--- config.mk ---
export PLATFORM = sky130hd
export DESIGN_NAME = fifo_arbiter
export DESIGN_NICKNAME = d
export VERILOG_FILES = /design/src/rtl/fifo_arbiter.sv
export SDC_FILE = /design/constraint.sdc
export NUM_CORES = 1
export LEC_CHECK = 0
export CORE_ASPECT_RATIO = 1.1
export CORE_MARGIN = 4
export CORE_UTILIZATION = 37
export DETAILED_ROUTE_END_ITERATION = 8
export MAX_ROUTING_LAYER = met4
export PLACE_DENSITY = 0.85
export SYNTH_ARGS = -nofsm -noshare
export SYNTH_HDL_FRONTEND = slang
export SYNTH_SLANG_ARGS = --single-unit
--- constraint.sdc ---
create_clock -name clk -period 2.3 [get_ports clk]
set_input_delay 0.46 -clock clk [delete_from_list [all_inputs] [get_ports clk]]
set_output_delay 0.46 -clock clk [all_outputs]
set_load 0.02 [all_outputs]
--- src/rtl/fifo_arbiter.sv ---
// Scheduler for the interconnect FIFO bank: configuration sequencing plus round-robin
// arbitration of input FIFOs onto one word-wide path routed by each word's class field.
module fifo_arbiter #(
    parameter int NUM_CH    = 4,
    parameter int CH_W      = 2,
    parameter int WORD_SIZE = 6,
    parameter int PTR_L     = 3
) (
    input  logic                          clk,
    input  logic                          reset,
    input  logic                          init,
    input  logic [PTR_L-1:0]              full_threshold_in,
    input  logic [PTR_L-1:0]              empty_threshold_in,
    input  logic [NUM_CH-1:0]             in_empty,
    input  logic [NUM_CH*WORD_SIZE-1:0]   in_data,
    input  logic [NUM_CH-1:0]             out_almost_full,
    input  logic [NUM_CH*2-1:0]           fifo_error,
    output logic [NUM_CH-1:0]             in_pop,
    output logic [NUM_CH-1:0]             out_push,
    output logic [WORD_SIZE-1:0]          out_data,
    output logic [PTR_L-1:0]              full_threshold,
    output logic [PTR_L-1:0]              empty_threshold,
    output logic [2:0]                    state,
    output logic                          idle,
    output logic [CH_W-1:0]               active_ch
);

    localparam logic [2:0] ST_RESET  = 3'b000;
    localparam logic [2:0] ST_INIT   = 3'b001;
    localparam logic [2:0] ST_IDLE   = 3'b010;
    localparam logic [2:0] ST_ACTIVE = 3'b011;
    localparam logic [2:0] ST_ERROR  = 3'b100;

    logic [2:0]           state_q, state_d;
    logic [CH_W-1:0]      rr_ptr_q, rr_ptr_d;
    logic [CH_W-1:0]      active_ch_q, active_ch_d;
    logic [NUM_CH-1:0]    out_push_q, out_push_d;
    logic [WORD_SIZE-1:0] out_data_q, out_data_d;
    logic [PTR_L-1:0]     full_thr_q, full_thr_d;
    logic [PTR_L-1:0]     empty_thr_q, empty_thr_d;

    logic [CH_W-1:0]      dest_s [NUM_CH];
    logic [WORD_SIZE-1:0] word_s [NUM_CH];
    logic [NUM_CH-1:0]    elig_s;
    logic [CH_W-1:0]      scan_idx_s;
    logic                 gnt_valid_s;
    logic [CH_W-1:0]      gnt_ch_s;

    // State register
    always_ff @(posedge clk) begin
        if (reset) begin
            state_q <= ST_RESET;
        end else begin
            state_q <= state_d;
        end
    end

    // Next-state logic; IDLE and ACTIVE share the same exit rules
    always_comb begin
        state_d = state_q;
        case (state_q)
            ST_RESET: state_d = ST_INIT;
            ST_INIT: begin
                if (init) state_d = ST_INIT;
                else      state_d = ST_IDLE;
            end
            ST_IDLE, ST_ACTIVE: begin
                if (|fifo_error)    state_d = ST_ERROR;
                else if (init)      state_d = ST_INIT;
                else if (&in_empty) state_d = ST_IDLE;
                else                state_d = ST_ACTIVE;
            end
            ST_ERROR: state_d = ST_ERROR;
            default:  state_d = ST_RESET;
        endcase
    end

    // Per-channel destination class and eligibility under output backpressure
    always_comb begin
        elig_s = '0;
        for (int i = 0; i < NUM_CH; i++) begin
            word_s[i] = in_data[i*WORD_SIZE +: WORD_SIZE];
            dest_s[i] = in_data[i*WORD_SIZE + WORD_SIZE-1 -: CH_W];
            elig_s[i] = ~in_empty[i] & ~out_almost_full[dest_s[i]];
        end
    end

    // Round-robin scan starting at rr_ptr; only ACTIVE may grant
    always_comb begin
        gnt_valid_s = 1'b0;
        gnt_ch_s    = '0;
        scan_idx_s  = '0;
        for (int k = 0; k < NUM_CH; k++) begin
            scan_idx_s = rr_ptr_q + CH_W'(k);
            if (!gnt_valid_s && elig_s[scan_idx_s] && (state_q == ST_ACTIVE)) begin
                gnt_valid_s = 1'b1;
                gnt_ch_s    = scan_idx_s;
            end else begin
                gnt_valid_s = gnt_valid_s;
                gnt_ch_s    = gnt_ch_s;
            end
        end
    end

    // Datapath and configuration next-state
    always_comb begin
        rr_ptr_d    = rr_ptr_q;
        active_ch_d = active_ch_q;
        out_data_d  = out_data_q;
        out_push_d  = '0;
        full_thr_d  = full_thr_q;
        empty_thr_d = empty_thr_q;
        if (gnt_valid_s) begin
            out_data_d  = word_s[gnt_ch_s];
            out_push_d  = {{(NUM_CH-1){1'b0}}, 1'b1} << dest_s[gnt_ch_s];
            rr_ptr_d    = gnt_ch_s + CH_W'(1);
            active_ch_d = gnt_ch_s;
        end else begin
            out_push_d  = '0;
        end
        if (state_q == ST_INIT) begin
            full_thr_d  = full_threshold_in;
            empty_thr_d = empty_threshold_in;
        end else begin
            full_thr_d  = full_thr_q;
            empty_thr_d = empty_thr_q;
        end
    end

    // Datapath and configuration registers; reset drops any pending push
    always_ff @(posedge clk) begin
        if (reset) begin
            rr_ptr_q    <= '0;
            active_ch_q <= '0;
            out_data_q  <= '0;
            out_push_q  <= '0;
            full_thr_q  <= '0;
            empty_thr_q <= '0;
        end else begin
            rr_ptr_q    <= rr_ptr_d;
            active_ch_q <= active_ch_d;
            out_data_q  <= out_data_d;
            out_push_q  <= out_push_d;
            full_thr_q  <= full_thr_d;
            empty_thr_q <= empty_thr_d;
        end
    end

    // Combinational outputs
    always_comb begin
        if (gnt_valid_s) begin
            in_pop = {{(NUM_CH-1){1'b0}}, 1'b1} << gnt_ch_s;
        end else begin
            in_pop = '0;
        end
        idle = (state_q == ST_IDLE) && (&in_empty);
    end

    assign state           = state_q;
    assign out_push        = out_push_q;
    assign out_data        = out_data_q;
    assign full_threshold  = full_thr_q;
    assign empty_threshold = empty_thr_q;
    assign active_ch       = active_ch_q;

endmodule

==> results <==
- STA classifies the critical path endpoint as a primary output.
- For this design the total switching power over the nets is 0.000290 W.
- The combinational power share is 33.8%.
- Final hold analysis gives a worst-case slack of 0.457 ns.
- The post-place setup slack is -1.36 ns.
- Measured on the finished design, the core utilization comes to 74.7%.
- The type of the most critical hold path is flop to flop.
- The worst setup path is of the input port to primary output kind.
- The routed layout has 2033 vias.
- TritonCTS built the clock tree.
- The most instantiated flip-flop cell in the synthesis netlist is dfxtp_1.
- The count of mapped cells out of synthesis is 187.
- The deepest level of the CTS H-tree is 1.
- The first-iteration detailed-routing DRC count is 139.
- The post-synthesis instance area is 1530 um2.
- The number of warnings reported in the yosys synthesis log is 0.
- The count of final max-slew check failures is 0.
- Cell internal power was estimated by the tool at 0.000721 W.
- The launching element of the worst setup path is in_data[16].
- The checks that failed: negative setup slack.
- The worst-case register-to-register setup slack is 0.23 ns.
- Power spread over the standard cell area amounts to 339 nW/um2.
- Registers are responsible for 41.4% of the overall power.
- The net count of the finished layout is 360.
- The worst setup path is launched from an input port.
- The number of hold violations in the final report came to 0.
- The number of antenna violations at the first check in global routing was 0.
- Counting every sink on the clock net gives 23.
- In the post-route analysis, the smallest setup slack over all paths is -0.398 ns.
- The peak clock frequency supported by timing is 0.371 GHz.
- The synthesized design contains 0 enable-type register cells.
- Measured in cells, the most critical reg-to-reg path has a length of 7.
- The first TritonRoute pass finished after 4 iterations.
- The clock network is responsible for 24.8% of the overall power.
- The startpoint of the lowest-slack register-to-register path is state[2]$_SDFF_PP0_.
- After detailed routing, the number of remaining DRC violations is 0.
- Net switching is 28.7% of the power.
- The leakage power is 1.15 nW.
- Sequential cells were found to cover 30.0% of the synthesized design area.
- The global-route wire length before repair is 8490 um.
- The layout has 284 filler cells.
- In the routed layout, each cell is associated on average with a via count of 5.68.
- The startpoint of the lowest-slack hold path is active_ch[0]$_SDFFE_PP0P_.
- In this run the cell area measured after placement is 2600 um2.
- Buffers inserted during clock tree synthesis total 3.
- At the pin with the least slew margin, the transition time is 0.365 ns.
- The largest voltage drop on the vdd net is 0.301 mV.
- The die boundary height is 75.5 um.
- The arrival time of data at the critical path endpoint is 2.24 ns.
- The remaining antenna violation count after routing is 0.
- The post-route fraction of the period consumed by the critical path is 117%.
- After routing the design area is 2980 um2.
- The clock root buffer master is clkbuf_8.
- The worst hold path passes through 2 cells.
- Across the run, the number of max-cap violations was 0.
- The final period demand of the worst path is 2.70 ns.
- The run finished, with violations left.
- In this run the tool buffered the top-level ports with 74 buffer cells.
- The number of global-route vias before repair was 1900.
- The clock passes through at most 2 buffers.
- Of all nets on the critical path, the largest fanout is 5.
- The final clock skew is 0.00615 ns.
- The maximum number of pins on one net before global-route repair is 14.
- The data required time at the worst endpoint is 1.84 ns.
- After detailed routing, the average wire length per cell comes to 16.1 um.
- The number of inserted diodes is 0.
- In the global route stage, overall resource usage came out at 20.6%.
- The total nets after synthesis is 240.
- The die covers 5240 um2.
- The endpoint identified for the worst register-to-register timing path is out_push[1]$_SDFF_PP0_.
- The path with the worst hold slack has its endpoint at active_ch[0]$_SDFFE_PP0P_.
- The average cell area after synthesis is 8.20 um2.
- Synthesis inferred 23 register bits.
- The row count is 24.
- The initial core utilization is 38.4%.
- The clock reaches the later pin of the worst-skew pair after 0.27 ns.
- The remaining global-route overflow is 0.
- After clock tree synthesis, the clock-pin slew on the worst setup and hold paths is 0.08 ns.
- The setup-violating endpoint count in the final report is 7.
- Of all flip-flops after synthesis, the portion carrying an async set or reset was 0%.
- Measured along the x axis, the die boundary spans 69.4 um.
- The number of unique standard cell types used by synthesis is 49.
- The core outline area is 3990 um2.
- After detailed routing, the total wire length is 5760 um.
- The finished layout holds 358 standard cells, fillers aside.
- The post-route netlist has 38.6% of its cells at a drive strength greater than 1.
- Setup repair after global routing could not meet its margin everywhere.
- For this design the top-level I/O count stands at 75.
- The HPWL after detailed placement is 3920 um.
- The routability congestion estimate from global placement is 0.881.
- The number of placed instances, taps included, is 341.
- From synthesis to final layout, the design area changed by 94.7%.
- The worst-case headroom to the max-slew limit is 75.0%.
cells in the mapped netlist, types with 3 or more instances:
library cell  instances  share of area, %
dfxtp_1              23                30
nor2_1               16               3.9
nand2_1              11               2.7
nand3_1              11               3.6
nand4_1              10               4.1
o31ai_1              10               4.9
a21oi_1               9               2.9
o21ai_0               9               2.9
mux2i_1               8               5.2
nor2b_1               8               3.3
clkbuf_1              7               1.7
inv_1                 7               1.7
a32o_1                4               2.6
ha_1                  4               3.3
a22oi_1               3               1.5
buf_2                 3              0.98
nand3b_1              3               1.5
worst max path at each step:
stage	endpoint	slack, ns	cells after the start
6_report	in_pop[2]	-0.40	10
5_1_grt	in_pop[0]	-0.47	10
4_1_cts	in_pop[2]	-0.48	10
3_5_place_dp	in_pop[3]	-1.36	10
3_3_place_gp	in_pop[3]	-1.34	10
2_1_floorplan	in_pop[2]	-0.23	9
layout by cell type, fill, tap and decap left out, types with 2 or more instances in the layout:
master	instances
nand2_1	10
o22ai_1	2
a21oi_1	9
nor2_4	4
o31ai_2	6
ha_2	2
o31a_1	2
inv_2	2
buf_2	2
dlygate4sd2_1	5
nor2_1	12
nor2b_1	6
dfxtp_1	23
o211ai_1	2
mux2i_2	2
nand4_1	10
clkbuf_2	2
o31ai_1	2
nor2_2	2
mux2i_1	6
nand3_1	8
a2111oi_0	2
o21ai_0	9
inv_1	4
a22oi_2	4
nand3b_1	3
or4_1	2
o31ai_4	2
ha_4	2
clkdlybuf4s50_1	54
nand3_2	2
o32ai_2	2
a32o_1	4
a22o_1	2
nor2b_4	2
clkbuf_8	3
buf_4	52
buf_6	10
cells by family after synthesis:
family	share of synthesized area [%]
flip-flops	30.0
AO/OA/AOI/OAI	27.8
multiplexers	7.43
adder cells (fa/ha/maj)	3.27
buffers and inverters	5.63
AND/OR/NAND/NOR	25.9
routing by layer:
layer	vias up	track usage, %	wire length (um)	share of wire, %
met3	20	5.01	424	7.4
met5	-	-	0	0
met2	104	39.1	3100	54
met4	0	6.72	159	2.8
li1	954	-	-	-
met1	955	21.1	2080	36
per-stage QoR:
| step | power [W] | TNS (ns) |
|---|---|---|
| after floorplan | 0.000545 | -0.893 |
| after global placement | 0.000711 | -13.00 |
| after detailed placement | 0.000715 | -13.44 |
| after CTS | 0.000974 | -1.82 |
| after global routing | 0.00105 | -2.37 |
| final | 0.00101 | -1.67 |
critical path, cell delays in order:
cell	delay [ns]
buf_6	0.08
mux4_2	0.51
or2_1	0.26
and2_4	0.17
a211o_4	0.30
inv_6	0.09
ha_4	0.12
inv_2	0.04
nor2_4	0.10
buf_6	0.12
area by class of cell:
class                           count  area (um2)  area share (%)
Timing Repair Buffer              127        1130            38.0
Sequential cell                    23         460            15.4
Inverter                            8        37.5            1.26
Tap cell                           52        65.1            2.18
Clock buffer                        4        45.0            1.51
Multi-Input combinational cell    144        1240            41.6
repair_timing:
item	in CTS	in global routing
gates resized for setup	91	42
setup endpoints to repair	18	15
buffers inserted	7	7
hold buffers	0	0
pin swaps	15	19
flip-flops by register name, indices dropped and copies added, names as in the netlist:
name and count:
out_data 6, out_push 4, empty_threshold 3, full_threshold 3, state 3, active_ch 2, rr_ptr_q 2
power by group through the flow:
| stage | registers (W) | logic (W) | clock network, W |
|---|---|---|---|
| floorplan | 0.000446 | 0.0000984 | 0 |
| global placement | 0.000427 | 0.000284 | 0 |
| detailed placement | 0.000428 | 0.000287 | 0 |
| CTS | 0.000419 | 0.000302 | 0.000253 |
| global route | 0.000421 | 0.000363 | 0.000268 |
| finish | 0.000419 | 0.000342 | 0.000251 |
(Power assumes the default switching activity.)
